**src/rtl/stump_uart_tx_mmio.sv**
```systemverilog
// Memory-mapped UART transmitter for the Stump bus: byte FIFO, programmable
// baud divider and a start/8-data/stop frame engine driving a registered tx line.
module stump_uart_tx_mmio #(
    parameter logic [15:0] BASE_ADDR  = 16'hFF00,
    parameter int          FIFO_DEPTH = 4,
    parameter logic [15:0] DIV_RESET  = 16'd103
) (
    input  logic        clk,
    input  logic        rst,
    input  logic [15:0] address,
    input  logic [15:0] wr_data,
    input  logic        mem_wen,
    input  logic        mem_ren,
    output logic        sel,
    output logic [15:0] rd_data,
    output logic        tx,
    output logic        busy
);

    localparam int AW = $clog2(FIFO_DEPTH);
    localparam int CW = AW + 1;

    typedef enum logic [1:0] {IDLE, START, DATA, STOP} state_t;

    logic [7:0]    fifo_mem [FIFO_DEPTH];
    logic [AW-1:0] wr_ptr;
    logic [AW-1:0] rd_ptr;
    logic [CW-1:0] count;
    logic          overflow;
    logic          enable;
    logic [15:0]   baud_div;
    logic [15:0]   baud_cnt;
    state_t        state;
    logic [7:0]    shift;
    logic [2:0]    bit_cnt;

    logic          wr_sel;
    logic          push_req;
    logic          ctrl_wr;
    logic          baud_wr;
    logic          fifo_clear;
    logic          ovf_clear;
    logic          full;
    logic          empty;
    logic          push_ok;
    logic          pop;
    logic [15:0]   status;

    assign sel        = (address[15:2] == BASE_ADDR[15:2]);
    assign wr_sel     = sel && mem_wen;
    assign push_req   = wr_sel && (address[1:0] == 2'd0);
    assign baud_wr    = wr_sel && (address[1:0] == 2'd2);
    assign ctrl_wr    = wr_sel && (address[1:0] == 2'd3);
    assign fifo_clear = ctrl_wr && wr_data[1];
    assign ovf_clear  = ctrl_wr && wr_data[2];

    assign full    = (count == CW'(FIFO_DEPTH));
    assign empty   = (count == '0);
    assign push_ok = push_req && !full && !fifo_clear;
    assign pop     = (state == IDLE) && enable && !empty;
    assign busy    = (state != IDLE) || !empty;

    assign status = {7'd0, 5'(count), overflow, busy, empty, full};

    always_comb begin
        rd_data = '0;
        if (sel && mem_ren) begin
            case (address[1:0])
                2'd1:    rd_data = status;
                2'd2:    rd_data = baud_div;
                2'd3:    rd_data = {15'd0, enable};
                default: rd_data = '0;
            endcase
        end
    end

    always_ff @(posedge clk) begin
        if (push_ok) begin
            fifo_mem[wr_ptr] <= wr_data[7:0];
        end
    end

    // A push that finds the FIFO full is lost; overflow records it and beats a same-edge clear.
    always_ff @(posedge clk or negedge rst) begin
        if (!rst) begin
            wr_ptr   <= '0;
            rd_ptr   <= '0;
            count    <= '0;
            overflow <= 1'b0;
            baud_div <= DIV_RESET;
            enable   <= 1'b0;
        end else begin
            if (fifo_clear) begin
                wr_ptr <= '0;
                rd_ptr <= '0;
                count  <= '0;
            end else begin
                if (push_ok) begin
                    wr_ptr <= wr_ptr + AW'(1);
                end
                if (pop) begin
                    rd_ptr <= rd_ptr + AW'(1);
                end
                case ({push_ok, pop})
                    2'b10:   count <= count + CW'(1);
                    2'b01:   count <= count - CW'(1);
                    default: count <= count;
                endcase
            end

            if (push_req && full) begin
                overflow <= 1'b1;
            end else if (ovf_clear) begin
                overflow <= 1'b0;
            end

            if (baud_wr) begin
                baud_div <= wr_data;
            end
            if (ctrl_wr) begin
                enable <= wr_data[0];
            end
        end
    end

    // Each bit lasts baud_div+1 cycles; the divider is re-read at every bit boundary.
    always_ff @(posedge clk or negedge rst) begin
        if (!rst) begin
            state    <= IDLE;
            tx       <= 1'b1;
            shift    <= '0;
            bit_cnt  <= '0;
            baud_cnt <= '0;
        end else begin
            case (state)
                IDLE: begin
                    tx <= 1'b1;
                    if (pop) begin
                        shift    <= fifo_mem[rd_ptr];
                        baud_cnt <= baud_div;
                        tx       <= 1'b0;
                        state    <= START;
                    end
                end
                START: begin
                    if (baud_cnt == '0) begin
                        baud_cnt <= baud_div;
                        bit_cnt  <= '0;
                        tx       <= shift[0];
                        state    <= DATA;
                    end else begin
                        baud_cnt <= baud_cnt - 16'd1;
                    end
                end
                DATA: begin
                    if (baud_cnt == '0) begin
                        baud_cnt <= baud_div;
                        if (bit_cnt == 3'd7) begin
                            tx    <= 1'b1;
                            state <= STOP;
                        end else begin
                            bit_cnt <= bit_cnt + 3'd1;
                            shift   <= {1'b0, shift[7:1]};
                            tx      <= shift[1];
                        end
                    end else begin
                        baud_cnt <= baud_cnt - 16'd1;
                    end
                end
                STOP: begin
                    tx <= 1'b1;
                    if (baud_cnt == '0) begin
                        state <= IDLE;
                    end else begin
                        baud_cnt <= baud_cnt - 16'd1;
                    end
                end
                default: begin
                    tx    <= 1'b1;
                    state <= IDLE;
                end
            endcase
        end
    end

endmodule

```
**config.mk**
```make
export PLATFORM = sky130hd
export DESIGN_NAME = stump_uart_tx_mmio
export DESIGN_NICKNAME = d
export VERILOG_FILES = /design/src/rtl/stump_uart_tx_mmio.sv
export SDC_FILE = /design/constraint.sdc
export NUM_CORES = 1
export LEC_CHECK = 0
export CAP_MARGIN = 30
export CORE_ASPECT_RATIO = 1.5
export CORE_MARGIN = 2
export CORE_UTILIZATION = 25
export DETAILED_ROUTE_END_ITERATION = 12
export SYNTH_ARGS = -nofsm -noshare
export SYNTH_HDL_FRONTEND = slang
export SYNTH_SLANG_ARGS = --single-unit
export TNS_END_PERCENT = 50
```
**constraint.sdc**
```tcl
create_clock -name clk -period 2.6 [get_ports clk]
set_clock_uncertainty 0.05 [all_clocks]
set_input_delay 0.39 -clock clk [delete_from_list [all_inputs] [get_ports clk]]
set_output_delay 0.39 -clock clk [all_outputs]
set_load 0.01 [all_outputs]
```
### After elaboration in Yosys (flattened, before gate mapping)

Memories as Yosys holds them, arrays and structs flattened.
Cells that the tools add are included.

* register bits: 55
* memory bits (writable): 32
* bits of input ports: 36
* output and inout port bits: 19
* word-level logic and storage cells: 104
* memories: 1

* $add $sub $neg: 6
* equality and inequality tests: 18
* muxes and demuxes: 35
* reduce and logical (&&, ||, !) cells: 33

Memories
* fifo_mem: words 4, bits a word 8, rd ports 1, clocked after memory_dff 0, write ports 1, RTL line 25 `logic [7:0] fifo_mem [FIFO_DEPTH];`

Operators with widths (count)
* $pmux W16 S3: 2
* $mux W16: 4
* $mux W8: 3
* $mux W2: 9
* $logic_not A16 Y1: 1
* $pmux W8 S2: 1
* $sub A16 B1 Y16 const B: 1
* $eq A14 B14 Y1 const B: 1
* $ne A2 B2 Y1 const B: 7
* $logic_and A1 B1 Y1: 12
* $mux W3: 4
* $pmux W3 S2: 2
* $reduce_bool A2 Y1: 6
* $eq A2 B2 Y1 const B: 5
* $mux W1: 8
* $pmux W2 S4: 1
* $reduce_and A4 Y1: 2
* $add A3 B1 Y3 const B: 2
* $eq A2 B1 Y1 const B: 3
* $eq A3 B3 Y1 const B: 2
* $reduce_and A5 Y1: 1
* $add A2 B1 Y2 const B: 2
* $logic_not A2 Y1: 2
* $pmux W1 S4: 1
* other kinds (7): 10

### Logic depth before layout (Yosys ltp)

* depth after elaboration: 9
* depth in mapped cells: 10
* mapped depth without buffers: 9

### Worst setup path after synthesis

OpenSTA, ideal clock, no wires.

* path kind: in2reg
* start: input address[3]
* end: register count[2]
* library setup time: 0.078 ns
* arrival time: 2.817 ns
* required time: 2.472 ns
* path slack: -0.345 ns
* stages on the path: 9
* path buffers: 0
* cells stage by stage: or4_1 > or4_1 > nor2_1 > nor2_1 > fa_1 > or3_1 > a22oi_1 > a211oi_1 > o2bb2ai_1

* longest elaborated chain between the ends: 9
* elaborated cells between the ends (all ways): 13
* classes of those cells: eq/ne: 3; mux: 2; reduce/logical: 8

Ends and longest elaborated chain
* start: declaration: RTL line 10 `input logic [15:0] address,`
* $eq A14 B14 Y1 *: RTL line 49 `assign sel = (address[15:2] == BASE_ADDR[15:2]);`
* $logic_and A1 B1 Y1 *: RTL line 50 `assign wr_sel = sel && mem_wen;`
* $logic_and A1 B1 Y1: RTL line 53 `assign ctrl_wr = wr_sel && (address[1:0] == 2'd3);`
* $logic_and A1 B1 Y1: RTL line 54 `assign fifo_clear = ctrl_wr && wr_data[1];`
* $logic_not A1 Y1: RTL line 59 `assign push_ok = push_req && !full && !fifo_clear;`
* $logic_and A1 B1 Y1: RTL line 59
* $eq A2 B1 Y1 / $eq A2 B2 Y1 (equally long branches): RTL line 104 `case ({push_ok, pop})`
* $pmux W3 S2: RTL line 104
* $mux W3: RTL line 93 `if (fifo_clear) begin`
* end signal: assignment: RTL line 105 `2'b10: count <= count + CW'(1);`
* end signal: assignment: RTL line 106 `2'b01: count <= count - CW'(1);`
* end signal: assignment: RTL line 107 `default: count <= count;`
* end: declaration: RTL line 28 `logic [CW-1:0] count;`

Every way passes the cells marked *; elsewhere a longest branch is shown, timed or not.
A chain may end at the register's enable or synchronous reset.

### Final worst setup path

* start: register baud_cnt[1]
* end: register baud_cnt[5]

* longest elaborated chain between the ends: 3
* elaborated cells between the ends (all ways): 7
* classes of those cells: add/sub: 1; eq/ne: 1; mux: 3; reduce/logical: 2

Ends and longest elaborated chain
* start: declaration: RTL line 32 `logic [15:0] baud_cnt;`
* start signal: assignment: RTL line 140 `baud_cnt <= baud_div;`
* start signal: assignment: RTL line 147 `baud_cnt <= baud_div;`
* start signal: assignment: RTL line 152 `baud_cnt <= baud_cnt - 16'd1;`
* $sub A16 B1 Y16 / $logic_not A16 Y1 (equally long branches)
* $mux W16 (tied with other cells): RTL line 172 `if (baud_cnt == '0) begin`
* $pmux W16 S3 / $reduce_and A2 Y1 (equally long branches)

Parallel ways exist; a longest one is shown, timed or not. The select of a mux whose other input is x is not followed.

==> reports/summary.txt <==
max-cap violation count - 0
Core ar. - 0.0185 mm^2
initial antenna violation count - 0
Hold Fails Final Rpt - 0
syn nets - 467
synthesis-to-finish area growth - 33.9%
Pwr Total - 5.77 mW
Die X-Extent - 116 um
crit path launch type - flop
# IOs - 55
worst skew pair latency - 340 ps
TritonCTS Sinks - 87
Top Layer Used - met4
wire length on met1 - 4890 um
ranking of synthesized cells by area - dfrtp_1 26%, edfxtp_1 20%, mux2_2 8.8%
fin. max-slew vios - 0
all-layer global routing usage - 12.8%
die area - 0.0201 mm^2
minimum clock period - 2640 ps
clock tree from TritonCTS - done
FMAX - 378 MHz
register area share after synthesis - 49.5%
number of global-route vias before repair - 4108
Final ANT Viol Nets - 0
ys async rst share - 63.2%
maximum number of pins on one net before global-route repair - 31
final instance area - 0.00634 mm^2
violated checks - setup timing
final non-filler cell total - 787
Static Leak - 2.70 nW
Multi-input gate area - 0.00228 mm^2
post-synthesis register bit count - 87
Crit Path Class - flop to flop
arrival time worst endpoint - 2820 ps
Final Wtd Congestion - 0.887
Ant. Diodes - 0
DRT iter0 DRCs - 272
layout cells sized above 1 - 30.3%
Met2 Routed Length - 6740 um
Distinct cells, synth - 59
clk root buf - clkbuf_16
Num CTS Buffers - 9
area leader, netlist - dfrtp_1
Post-route DRC - 0
WP data required - 2770 ps
TritonRoute pass-1 iters - 5
Via Count - 3880
DP HPWL - 9620 um
Post-Syn Area - 0.00473 mm^2
PortBufs - 54
remaining global-route overflow - 0
Final Setup Violations - 3
final worst slack - -44.6 ps
dpl cell area - 0.00603 mm^2
Avg WL per Cell - 16.1 um
vias per cell - 4.93
Slew HR - 48.6%
Synth Flop Type - dfrtp_1
H-tree Lvls - 3
top-area cell type share of the netlist area - 25.9%
Die Ht - 173 um
Mean Syn Cell Area - 11.3 um^2
Worst path slowest cell - or4_4
Min-Delay Path Class - primary input to asynchronous set/reset pin
Cell Pwr Density - 910 mW/mm^2
crit path cell chain - inv_1 -> ha_2 -> or4b_4 -> or4_4 -> mux2_4 -> a221o_1 -> a32o_1
dpl cells - 767
Tcrit/Tclk final - 102%
RSZ-0062 raised after global routing - true
Syn. warnings - 0
Met3 Routed Length - 427 um
status - complete, but fails checks
sequential cell area - 0.00234 mm^2
peak per-stage delay on the critical path - 520 ps
CP Max Fanout - 7
Post-synth EDFFs - 32
Site Rows - 61
clock tree buffer depth - 2
Reg clk slew, reported paths - 70 ps
Max IR drop VDD - 0.000367 V
Layout Nets - 578
final wirelength - 12700 um
Setup TNS Final - -124 ps
Initial Util - 25.5%
Filler cells - 1855
Tightest Pin Transition - 761 ps
CP Capture Type - flop
Mapped Cells - 419
first-pass GRT wire length - 20300 um
critical path, delay by kind of cell, from the launching register on:
| kind | cells | cell delay (ps) |
|---|---|---|
| compound gates | 2 | 530 |
| simple gates | 2 | 1000 |
| fa+ha+maj | 1 | 170 |
| buf+inv | 1 | 60 |
| flops | 1 | 390 |
| mux | 1 | 330 |
final cells by class:
type	instances	area share, %
flip-flops and latches	87	37.0
multi-input cells	293	36.0
repair buffers	125	16.4
well taps	252	4.97
clock buffers	9	3.55
clock inverters	7	1.20
inverters	14	0.829
path summary, 6_finish.rpt:
path	cells past startpoint	startpoint	slack, ps	to
max in group asynchronous	2	rst	1680	tx
worst max-delay path	7	baud_cnt[1]	-40	baud_cnt[5]
worst min register to register	1	shift[2]	460	shift[2]
worst min-delay path	1	rst	50	baud_cnt[7]
min in group clk	1	shift[2]	460	shift[2]
worst max register to register	7	baud_cnt[1]	-40	baud_cnt[5]
flip-flops by register name, indices dropped and copies added, names as in the netlist, 2 cells and up:
signal / flops
fifo_mem: 32
baud_cnt: 16
baud_div: 16
shift: 8
bit_cnt: 3
count: 3
rd_ptr: 2
state: 2
wr_ptr: 2
power breakdown:
group	total [mW]	internal, mW	switching, mW	leakage, nW
Combinational	2.69	1.29	1.40	1.57
Clock	1.32	0.754	0.561	0.146
Sequential	1.76	1.64	0.126	0.980
synth_stat cells, drive strengths merged, types with 5 or more instances:
cell type and number:
a21oi 8, a221o 6, a22o 7, a22oi 8
a31oi 5, a32o 5, and2 12, and3 6
buf 5, clkbuf 20, dfrtp 49, dfstp 6
edfxtp 32, ha 11, inv 14, mux2 39
mux4 8, nand2 23, nand2b 6, nand3 6
nor2 32, nor3 13, nor4 6, o21ai 22
o21bai 6, or3 9, or4 7
cells by family (layout without fill, tap and decap cells):
group                    count (synthesis)  count (layout)  share of synthesized area [%]
AND/OR/NAND/NOR                        136             136                           15.4
XOR/XNOR                                 3               3                          0.555
buffers and inverters                   39             155                           3.41
AO/OA/AOI/OAI                           93              93                           14.1
adder cells (fa/ha/maj)                 12              12                           3.33
flip-flops                              87              87                           49.5
multiplexers                            49              49                           13.7
placed cells by master (no fill, tap or decap), types with 7 or more instances in the layout:
master,netlist,routed
inv_1,14,14
ha_1,11,10
clkdlybuf4s50_1,0,25
or3_1,9,9
mux2_2,37,37
o21ai_0,22,21
buf_4,0,70
clkbuf_16,0,9
nor2_1,31,29
mux4_2,8,8
nor3_1,13,13
nand2_1,23,22
a22o_1,7,7
dlygate4sd2_1,0,18
dfrtp_1,49,49
edfxtp_1,32,32
a22oi_1,8,8
and2_1,12,12
what timing repair did:
item                       in CTS  in global routing
pin swaps                      11                  4
gates resized for setup        34                 15
buffers inserted                1                  3
setup endpoints to repair      22                 34
hold buffers                    0                  0
gates cloned                    0                  0
metrics by stage:
stage | hold slack, ps | utilization, % | setup WS (ps)
2_1_floorplan | 44.4 | - | -134
3_5_place_dp | 443 | 32.5 | -700
6_report | 54.9 | 34.2 | -44.6
5_1_grt | 112 | 34.2 | -92.2
4_1_cts | 83.5 | 34.0 | -57.0
3_3_place_gp | 435 | 32.5 | -651
per-layer routing:
| metal | up-vias | global-route usage (%) |
|---|---|---|
| met5 | - | 0 |
| met4 | 0 | 7.59 |
| met3 | 38 | 1.54 |
| met2 | 114 | 22.9 |
| met1 | 1922 | 14.2 |
| li1 | 1806 | - |
(Power assumes the default switching activity.)
